### config.mk
export PLATFORM = sky130hd
export DESIGN_NAME = pwm_demod_flat
export DESIGN_NICKNAME = d
export VERILOG_FILES = /design/src/rtl/pwm_pkg.sv /design/src/rtl/pwm_demod_if.sv /design/src/rtl/pwm_sync_edge.sv /design/src/rtl/pwm_demod.sv /design/src/flat_wrapper.sv
export SDC_FILE = /design/constraint.sdc
export NUM_CORES = 1
export LEC_CHECK = 0
export ABC_AREA = 0
export CAP_MARGIN = 5
export CORE_MARGIN = 5
export CORE_UTILIZATION = 59
export DETAILED_ROUTE_END_ITERATION = 7
export HOLD_SLACK_MARGIN = 0.1
export PLACE_DENSITY = 0.8
export SLEW_MARGIN = 10
export SYNTH_ARGS = -nofsm -noshare
export SYNTH_HDL_FRONTEND = slang
export SYNTH_HIERARCHICAL = 1
export SYNTH_SLANG_ARGS = --single-unit
export TNS_END_PERCENT = 5
### constraint.sdc
create_clock -name clk -period 2.65 [get_ports clk]
set_input_delay 0.3975 -clock clk [delete_from_list [all_inputs] [get_ports clk]]
set_output_delay 0.3975 -clock clk [all_outputs]
set_load 0.1 [all_outputs]
### src/rtl/pwm_pkg.sv
`default_nettype none
// +----------------------------------------------------------------------------+
// | Module   : pwm_pkg                                                         |
// | Purpose  : Shared PWM definitions: default sample width, period helper     |
// |            and the state encoding common to the PWM transmitter and the    |
// |            demodulator.                                                    |
// | Revision : 1.0 - initial release                                           |
// +----------------------------------------------------------------------------+
package pwm_pkg;

  // Default sample width; a PWM period is 2^PWM_WIDTH clocks.
  localparam int PWM_WIDTH = 12;

  // Shared state encoding for the PWM transmitter / demodulator pair.
  typedef enum logic [1:0] {
    PWM_IDLE     = 2'd0,
    PWM_MEASURE  = 2'd1,
    PWM_LOW_HOLD = 2'd2
  } pwm_state_e;

  // Nominal period length in clocks for a given sample width (width <= 31).
  function automatic int unsigned pwm_period(input int unsigned width);
    return 32'd1 << width;
  endfunction

endpackage
`default_nettype wire

### src/rtl/pwm_demod_if.sv
`default_nettype none
// +----------------------------------------------------------------------------+
// | Module   : pwm_demod_if                                                    |
// | Purpose  : Bundles the PWM bitstream input and the recovered-sample        |
// |            outputs of the demodulator.                                     |
// | Ports    : pwm_in       - asynchronous PWM bitstream                       |
// |            sample_out   - recovered signed sample (WIDTH bits)             |
// |            sample_valid - one-cycle pulse when sample_out updates          |
// |            locked       - high while periods measure exactly 2^WIDTH       |
// |            period_err   - one-cycle pulse on a malformed period            |
// | Modports : master - demodulator side, slave - source/consumer side         |
// | Revision : 1.0 - initial release                                           |
// +----------------------------------------------------------------------------+
interface pwm_demod_if
  import pwm_pkg::*;
#(
  parameter int WIDTH = PWM_WIDTH
);

  logic             pwm_in;
  logic [WIDTH-1:0] sample_out;
  logic             sample_valid;
  logic             locked;
  logic             period_err;

  modport master (
    input  pwm_in,
    output sample_out,
    output sample_valid,
    output locked,
    output period_err
  );

  modport slave (
    output pwm_in,
    input  sample_out,
    input  sample_valid,
    input  locked,
    input  period_err
  );

endinterface
`default_nettype wire

### src/rtl/pwm_sync_edge.sv
`default_nettype none
// +----------------------------------------------------------------------------+
// | Module   : pwm_sync_edge                                                   |
// | Purpose  : Synchronizes the asynchronous PWM input and flags rising edges. |
// | Ports    : clk, rst_n - clock and asynchronous active-low reset            |
// |            async_in   - raw asynchronous input                             |
// |            s          - synchronized level, aligned with rise              |
// |            rise       - registered one-cycle rising-edge pulse             |
// | Revision : 1.0 - initial release                                           |
// +----------------------------------------------------------------------------+
module pwm_sync_edge #(
  parameter int SYNC_STAGES = 2   // minimum 2
) (
  input  wire logic clk,
  input  wire logic rst_n,
  input  wire logic async_in,
  output logic      s,
  output logic      rise
);

  logic [SYNC_STAGES-1:0] sync_q, sync_d;
  logic                   s_q, s_d;
  logic                   rise_q, rise_d;

  // s_q holds the previous synchronized level; s and rise are both taken
  // from flops so the consumer sees s=1 in the same cycle rise is high.
  always_comb begin
    sync_d = {sync_q[SYNC_STAGES-2:0], async_in};
    s_d    = sync_q[SYNC_STAGES-1];
    rise_d = sync_q[SYNC_STAGES-1] & ~s_q;
  end

  always_ff @(posedge clk or negedge rst_n) begin
    if (!rst_n) begin
      sync_q <= '0;
      s_q    <= 1'b0;
      rise_q <= 1'b0;
    end else begin
      sync_q <= sync_d;
      s_q    <= s_d;
      rise_q <= rise_d;
    end
  end

  assign s    = s_q;
  assign rise = rise_q;

endmodule
`default_nettype wire

### src/rtl/pwm_demod.sv
`default_nettype none
// +----------------------------------------------------------------------------+
// | Module   : pwm_demod                                                       |
// | Purpose  : Recovers signed samples from a fixed-period PWM bitstream by    |
// |            measuring the high time of each 2^WIDTH-clock period.           |
// | Ports    : clk   - single clock                                            |
// |            rst_n - asynchronous active-low reset                           |
// |            bus   - pwm_demod_if.master (pwm_in in; sample_out,            |
// |                    sample_valid, locked, period_err out)                   |
// | Revision : 1.0 - initial release                                           |
// +----------------------------------------------------------------------------+
module pwm_demod
  import pwm_pkg::*;
#(
  parameter int WIDTH       = PWM_WIDTH,  // 2..31
  parameter int SYNC_STAGES = 2           // minimum 2
) (
  input  wire logic    clk,
  input  wire logic    rst_n,
  pwm_demod_if.master  bus
);

  localparam logic [WIDTH:0]   c_period     = (WIDTH+1)'(pwm_period(unsigned'(WIDTH)));
  localparam logic [WIDTH:0]   c_cnt_one    = (WIDTH+1)'(1);
  localparam logic [WIDTH-1:0] c_high_one   = WIDTH'(1);
  localparam logic [WIDTH-1:0] c_min_sample = {1'b1, {(WIDTH-1){1'b0}}};

  logic w_s, w_rise;

  pwm_sync_edge #(
    .SYNC_STAGES(SYNC_STAGES)
  ) u_sync_edge (
    .clk      (clk),
    .rst_n    (rst_n),
    .async_in (bus.pwm_in),
    .s        (w_s),
    .rise     (w_rise)
  );

  pwm_state_e       state_q, state_d;
  logic [WIDTH:0]   period_cnt_q, period_cnt_d;
  // A valid period has at most 2^WIDTH-1 high cycles, so WIDTH bits suffice.
  logic [WIDTH-1:0] high_cnt_q, high_cnt_d;
  logic [WIDTH-1:0] sample_q, sample_d;
  logic             valid_q, valid_d;
  logic             locked_q, locked_d;
  logic             err_q, err_d;

  logic [WIDTH:0]   w_period_inc;
  logic [WIDTH-1:0] w_high_inc;

  // Saturating increments: counters stick at all-ones instead of wrapping.
  assign w_period_inc = (&period_cnt_q) ? period_cnt_q : period_cnt_q + 1'b1;
  assign w_high_inc   = (&high_cnt_q)   ? high_cnt_q   : high_cnt_q + 1'b1;

  always_comb begin
    state_d      = state_q;
    period_cnt_d = w_period_inc;
    high_cnt_d   = w_s ? w_high_inc : high_cnt_q;
    sample_d     = sample_q;
    valid_d      = 1'b0;
    err_d        = 1'b0;
    locked_d     = locked_q;

    case (state_q)
      PWM_IDLE: begin
        period_cnt_d = '0;
        high_cnt_d   = '0;
        if (w_rise) begin
          state_d      = PWM_MEASURE;
          period_cnt_d = c_cnt_one;
          high_cnt_d   = c_high_one;
        end
      end

      PWM_MEASURE: begin
        if (w_rise) begin
          // Every edge closes the running period and opens a new one.
          period_cnt_d = c_cnt_one;
          high_cnt_d   = c_high_one;
          if (period_cnt_q == c_period) begin
            // Offset-binary to two's complement: invert the MSB.
            sample_d = {~high_cnt_q[WIDTH-1], high_cnt_q[WIDTH-2:0]};
            valid_d  = 1'b1;
            locked_d = 1'b1;
          end else begin
            err_d    = 1'b1;
            locked_d = 1'b0;
          end
        end else if (period_cnt_q > c_period) begin
          // Overran the period without an edge: input stuck high.
          err_d        = 1'b1;
          locked_d     = 1'b0;
          state_d      = PWM_IDLE;
          period_cnt_d = '0;
          high_cnt_d   = '0;
        end else if (period_cnt_q == c_period && !w_s) begin
          high_cnt_d = '0;
          if (locked_q) begin
            // Input dropped to constant low: report full negative scale.
            sample_d     = c_min_sample;
            valid_d      = 1'b1;
            state_d      = PWM_LOW_HOLD;
            period_cnt_d = c_cnt_one;
          end else begin
            state_d      = PWM_IDLE;
            period_cnt_d = '0;
          end
        end
      end

      PWM_LOW_HOLD: begin
        high_cnt_d = '0;
        if (w_rise) begin
          state_d      = PWM_MEASURE;
          period_cnt_d = c_cnt_one;
          high_cnt_d   = c_high_one;
        end else if (period_cnt_q == c_period) begin
          sample_d     = c_min_sample;
          valid_d      = 1'b1;
          period_cnt_d = c_cnt_one;
        end
      end

      default: begin
        state_d      = PWM_IDLE;
        period_cnt_d = '0;
        high_cnt_d   = '0;
      end
    endcase
  end

  always_ff @(posedge clk or negedge rst_n) begin
    if (!rst_n) begin
      state_q      <= PWM_IDLE;
      period_cnt_q <= '0;
      high_cnt_q   <= '0;
      sample_q     <= '0;
      valid_q      <= 1'b0;
      locked_q     <= 1'b0;
      err_q        <= 1'b0;
    end else begin
      state_q      <= state_d;
      period_cnt_q <= period_cnt_d;
      high_cnt_q   <= high_cnt_d;
      sample_q     <= sample_d;
      valid_q      <= valid_d;
      locked_q     <= locked_d;
      err_q        <= err_d;
    end
  end

  assign bus.sample_out   = sample_q;
  assign bus.sample_valid = valid_q;
  assign bus.locked       = locked_q;
  assign bus.period_err   = err_q;

endmodule
`default_nettype wire

### src/flat_wrapper.sv
// flat-port wrapper written by rule: the top's interface ports become plain ports
module pwm_demod_flat import pwm_pkg::*;
#(
  parameter int WIDTH       = PWM_WIDTH,          
  parameter int SYNC_STAGES = 2                       
)
  (clk, rst_n, bus_pwm_in, bus_sample_out, bus_sample_valid, bus_locked, bus_period_err);
  pwm_demod_if #(.WIDTH(WIDTH)) bus_i ();
  input  wire logic clk;
  input  wire logic rst_n;
  input wire logic [$bits(bus_i.pwm_in)-1:0] bus_pwm_in;
  output wire logic [$bits(bus_i.sample_out)-1:0] bus_sample_out;
  output wire logic [$bits(bus_i.sample_valid)-1:0] bus_sample_valid;
  output wire logic [$bits(bus_i.locked)-1:0] bus_locked;
  output wire logic [$bits(bus_i.period_err)-1:0] bus_period_err;
  assign bus_i.pwm_in = bus_pwm_in;
  assign bus_sample_out = bus_i.sample_out;
  assign bus_sample_valid = bus_i.sample_valid;
  assign bus_locked = bus_i.locked;
  assign bus_period_err = bus_i.period_err;
  pwm_demod #(.WIDTH(WIDTH), .SYNC_STAGES(SYNC_STAGES)) u_core (.clk(clk), .rst_n(rst_n), .bus(bus_i));
endmodule
**After elaboration in Yosys (flattened, before gate mapping)**

Index checks and enable logic that the tools add are counted.

- Flip-flop bits (word level): 46
- Input port bits: 3
- Logic and storage cells: 85

- $add $sub $neg: 2
- Order comparisons: 1
- Eq/ne operators: 14
- Mux-type cells: 43
- Bitwise gates (word level): 3
- Reduce and logical (&&, ||, !) cells: 12

Operators by type and width:

| kind | number |
|---|---|
| 12-bit two-way mux | 12 |
| 13-bit two-way mux | 6 |
| 12-bit case mux with 2 select lines | 2 |
| 13-bit case mux with 3 select lines | 1 |
| 1-bit two-way mux | 15 |
| 13-bit by 1-bit adder with 13-bit output (second input constant) | 1 |
| 13-bit equality test (second input constant) | 1 |
| 13-bit greater-than comparator (second input constant) | 1 |
| 13-bit AND reduction | 1 |
| 12-bit by 1-bit adder with 12-bit output (second input constant) | 1 |
| 12-bit AND reduction | 1 |
| 2-bit two-way mux | 5 |
| 3-bit by 2-bit inequality test with 1-bit output (second input constant) | 3 |
| 7-bit AND reduction | 1 |
| 5-bit by 3-bit inequality test with 1-bit output (second input constant) | 1 |
| 5-bit inequality test (second input constant) | 1 |
| 2-bit by 1-bit inequality test with 1-bit output (second input constant) | 2 |
| 2-bit inequality test (second input constant) | 2 |
| 2-bit case mux with 2 select lines | 1 |
| 2-bit AND reduction | 2 |
| 2-bit nonzero test | 2 |
| 3-bit by 1-bit inequality test with 1-bit output (second input constant) | 1 |
| 3-bit inequality test (second input constant) | 1 |
| 3-bit AND reduction | 1 |
| other kinds (9) | 10 |

**Depth between registers and ports, before layout**

- Depth in word-level cells: 7
- Mapped depth: 9

**Cells and area by module**

Netlist, hierarchy kept.

By module, submodules not included:

| module | instances | cells an instance | area an instance (um2) | sequential area each (um2) |
|---|---|---|---|---|
| pwm_demod | 1 | 273 | 2556.2 | 1051.0 |
| pwm_sync_edge | 1 | 5 | 113.9 | 100.1 |

**Worst setup path before layout**

No wires, ideal clock.

- Path type: flip-flop to flip-flop
- Start point: register u_core.locked_q (netlist: u_core/bus.locked)
- End point: register u_core.sample_q[0] (netlist: u_core/bus.sample_out[0])
- Data arrival time: 1.980 ns
- Required time: 2.571 ns
- Slack: 0.590 ns
- Cell stages (with the launch flop): 6
- Path buffers: 1
- Path through: dfrtp_1 -> nor2b_1 -> o211ai_1 -> a21oi_1 -> buf_4 -> mux2i_1

- Cells in the longest elaborated chain, start to end: 2

Ends and longest elaborated chain:

| element | RTL line | RTL |
|---|---|---|
| start: declaration | pwm_demod.sv:46 | `logic locked_q, locked_d;` |
| start signal: assignment | pwm_demod.sv:148 | `locked_q <= locked_d;` |
| 3-bit by 2-bit inequality test with 1-bit output (no line) | n/a |  |
| 7-bit AND reduction (no line) | n/a |  |
| end signal: assignment | pwm_demod.sv:146 | `sample_q <= sample_d;` |
| end: declaration | pwm_demod.sv:44 | `logic [WIDTH-1:0] sample_q, sample_d;` |

No other way between the ends.
A chain may end at the register's enable or synchronous reset.

**Final worst setup path**

- Start point: register u_core.period_cnt_q[6]
- End point: register u_core.sample_q[4] (netlist: u_core/bus.sample_out[4])

- Cells in the longest elaborated chain, start to end: 4
- Elaborated cells on any way between the ends: 8
- Classes of those cells: 1 x order compare; 5 x eq/ne; 2 x reduce/logical

Ends and longest elaborated chain:

| element | RTL line | RTL |
|---|---|---|
| start: declaration | pwm_demod.sv:41 | `logic [WIDTH:0] period_cnt_q, period_cnt_d;` |
| start signal: assignment | pwm_demod.sv:144 | `period_cnt_q <= period_cnt_d;` |
| parallel branches: the longest is 3 deep, another holds 13-bit greater-than comparator | n/a |  |
| 7-bit AND reduction (no line) (*) | n/a |  |

Mark *: on every way between the ends.

==> out/results.ini <==
[final_layout]
synthToLayoutAreaGrowth_pct=11.9
n_fill_cell=353
post-route-util_pct=68.2
final_common_cell=dfrtp_1
fin_area_mm2=0.00299
layout_common_cells=dfrtp_1, nand2_1, buf_4
diodes=0
final_layout_size_suffix_gt1_share_pct=18.5
nets=306

[drt]
firstDrtPassIters=4
vias=2114
routed_wl_um=5460
antenna_left=0
viasPerCell=6.06
drc=0
wl_per_cell_um=15.7
drtIter0Drc=126

[yosys]
yosysTopAreaCell=dfrtp_1
syn_nets=288
syn_inst=278
avgSynthCellArea_um2=9.60
synth_top_flop_cell=dfrtp_1
ys_async_sr_fraction_pct=100
synth_area_leaders=dfrtp_1, mux2i_1, nand2_1
synth_area_mm2=0.00267
ys_ff_latch=46
synth_top_area_share_pct=43.1
ys_types=60
ys_seq_area_share_pct=43.1
synth_edf_count=0
synth_warnings=6

[global_routing]
grt_pass1_wl_um=9750
grt_pass1_vias=2042
grt_usage_pct=19.6
grt-ovfl-total=0
grt_max_degree=32
antenna_found_initial=0

[timing]
maxSlewHeadroom_pct=61.6
finClkSkew_ns=0.00904
slew_viol_final=0
period_share_pct=77.7
fmax_mhz=486
period_minus_slack_ns=2.06
grt_setup_unrepaired=no
final-hold-violation-count=0
worst_pin_slew_ns=0.572
setup_viol=0
setup_ws_ns=0.591
hold_ws_ns=0.361
setup_tns_ns=0

[setup_path]
reg2reg_to=u_core/bus.sample_out[4]$_DFFE_PN0P_
critPathLaunchType=flop
reg2reg_depth=5
cp.required_ns=2.83
crit_family=simple AND/OR/NAND/NOR gates
critPathSlowestCell=nor4_2
path_buf_inv=1
max_stage_delay_ns=0.57
end_kind=flop
crit_chain=nor4_2 > nand4_1 > a21oi_1 > buf_4 > mux2_2
r2r_start=u_core/period_cnt_q[6]$_DFF_PN0_
arrival_ns=2.24
critPathMaxFanout=12
worst-setup-path-type=flop to flop
r2r_setup_slack_ns=0.59

[placement]
place_congestion=0.904
place_area_mm2=0.00284
portBuffers=17
dpl_worst_slack_ns=0.617
dpl.hpwl_um=3790

[min_path]
hp-start=u_core/u_sync_edge/sync_q[0]$_DFF_PN0_
min_delay_worst_endpoint=u_core/u_sync_edge/sync_q[1]$_DFF_PN0_
holdCritPathClass=flop to flop
hold_depth=0

[clock_tree]
root_buffer=clkbuf_8
cts_resized=0
cts_tree=done
cts_buffers=5
clk_pin_slew_worst_paths_ns=0.08
cts_sinks=46
cts.path.max_buffers=2
htreeDepth=2
clk_latency_ns=0.30

[floorplan]
initial_core_util_pct=60.9
die_y_um=77.3
dieArea_mm2=0.00597
io_pins=18
fp-row-count=24
die_x_um=77.3
core-area_mm2=0.00438

[pwr]
irDropWorstVdd_mv=0.730
power.leakage_nw=1.23
p_per_area_mw_per_mm2=748

[outcome]
status=finished clean

[run]
cap_violations=0

-- synth_stat cells (3+ instances only) --
library cell / count
a21o_1: 4
a21oi_1: 16
a31oi_1: 8
and3_1: 4
and4_1: 3
buf_2: 3
buf_4: 3
clkbuf_1: 5
dfrtp_1: 46
ha_1: 7
inv_1: 20
mux2_2: 5
mux2i_1: 13
nand2_1: 26
nand2b_1: 4
nand3_1: 8
nand4_1: 9
nor2_1: 16
nor3_1: 7
o211ai_1: 4
o21ai_0: 8
o31ai_1: 5
or3_1: 7
-- repair_timing --
action                                  in CTS  in global routing
hold endpoints to repair                    15                  0
hold buffers                                 1                  0
buffers inserted                             0                  0
endpoints found under the setup margin       0                  0
-- final cells by class --
class / count / area (um2) / area share [%]
Multi-Input combinational cell: 197 / 1360 / 45.6
Tap cell: 52 / 65.1 / 2.18
Clock inverter: 2 / 60.1 / 2.01
Inverter: 22 / 82.6 / 2.76
Sequential cell: 46 / 1150 / 38.5
Clock buffer: 6 / 82.6 / 2.76
Timing Repair Buffer: 24 / 183 / 6.11
-- report_power, final --
group	switching [mW]	leakage, nW	internal, mW
Combinational	0.468	0.530	0.275
Clock	0.237	0.0714	0.402
Sequential	0.0914	0.626	0.762
-- metal layers --
metal / up-vias / track usage (%) / share of wire, %
met5: - / 0 / 0
met4: 0 / 5.67 / 1.3
met3: 7 / 3.98 / 3.5
met2: 29 / 32.6 / 50
met1: 1035 / 25.8 / 45
li1: 1043 / - / -
-- metrics by stage --
step                std cells  power, mW
detailed placement        340       1.60
finish                    349       2.24
global route              349       2.39
CTS                       349       2.24
global placement          340       1.59
floorplan                 278       1.44
-- registers in the layout, indices dropped and copies added (netlist names) --
register	flops
u_core/bus.locked	1
u_core/bus.period_err	1
u_core/bus.sample_out	12
u_core/bus.sample_valid	1
u_core/high_cnt_q	12
u_core/period_cnt_q	13
u_core/state_q	2
u_core/u_sync_edge/rise	1
u_core/u_sync_edge/s	1
u_core/u_sync_edge/sync_q	2
-- cell families after synthesis --
| group | after synthesis | share of synthesized area (%) |
|---|---|---|
| and+or+nand+nor | 108 | 24.5 |
| AOI/OAI and AO/OA | 61 | 15.2 |
| DFF | 46 | 43.1 |
| buffers and inverters | 35 | 5.81 |
| muxes | 19 | 7.40 |
| adders and majority gates | 7 | 3.28 |
| xor gates and xnor gates | 2 | 0.656 |
-- worst max-delay path by stage --
stage                                     start                               endpoint  slack, ns  cells past startpoint
2_1_floorplan     u_core/bus.locked$_DFFE_PN0P_   u_core/bus.sample_out[0]$_DFFE_PN0P_       0.59                      5
3_3_place_gp      u_core/state_q[1]$_DFFE_PN0P_      u_core/period_cnt_q[10]$_DFF_PN0_       0.68                      7
3_5_place_dp      u_core/state_q[1]$_DFFE_PN0P_      u_core/period_cnt_q[10]$_DFF_PN0_       0.62                      7
4_1_cts        u_core/period_cnt_q[6]$_DFF_PN0_  u_core/bus.sample_out[11]$_DFFE_PN0P_       0.60                      5
5_1_grt        u_core/period_cnt_q[6]$_DFF_PN0_  u_core/bus.sample_out[11]$_DFFE_PN0P_       0.40                      5
6_report       u_core/period_cnt_q[6]$_DFF_PN0_   u_core/bus.sample_out[4]$_DFFE_PN0P_       0.59                      5
-- worst register-to-register path, stage by stage, from the launching register on --
cell and delay [ns]:
dfrtp_1 0.44, nor4_2 0.57, nand4_1 0.17, a21oi_1 0.15, buf_4 0.26, mux2_2 0.36
Power figures use the tool's default switching activity.
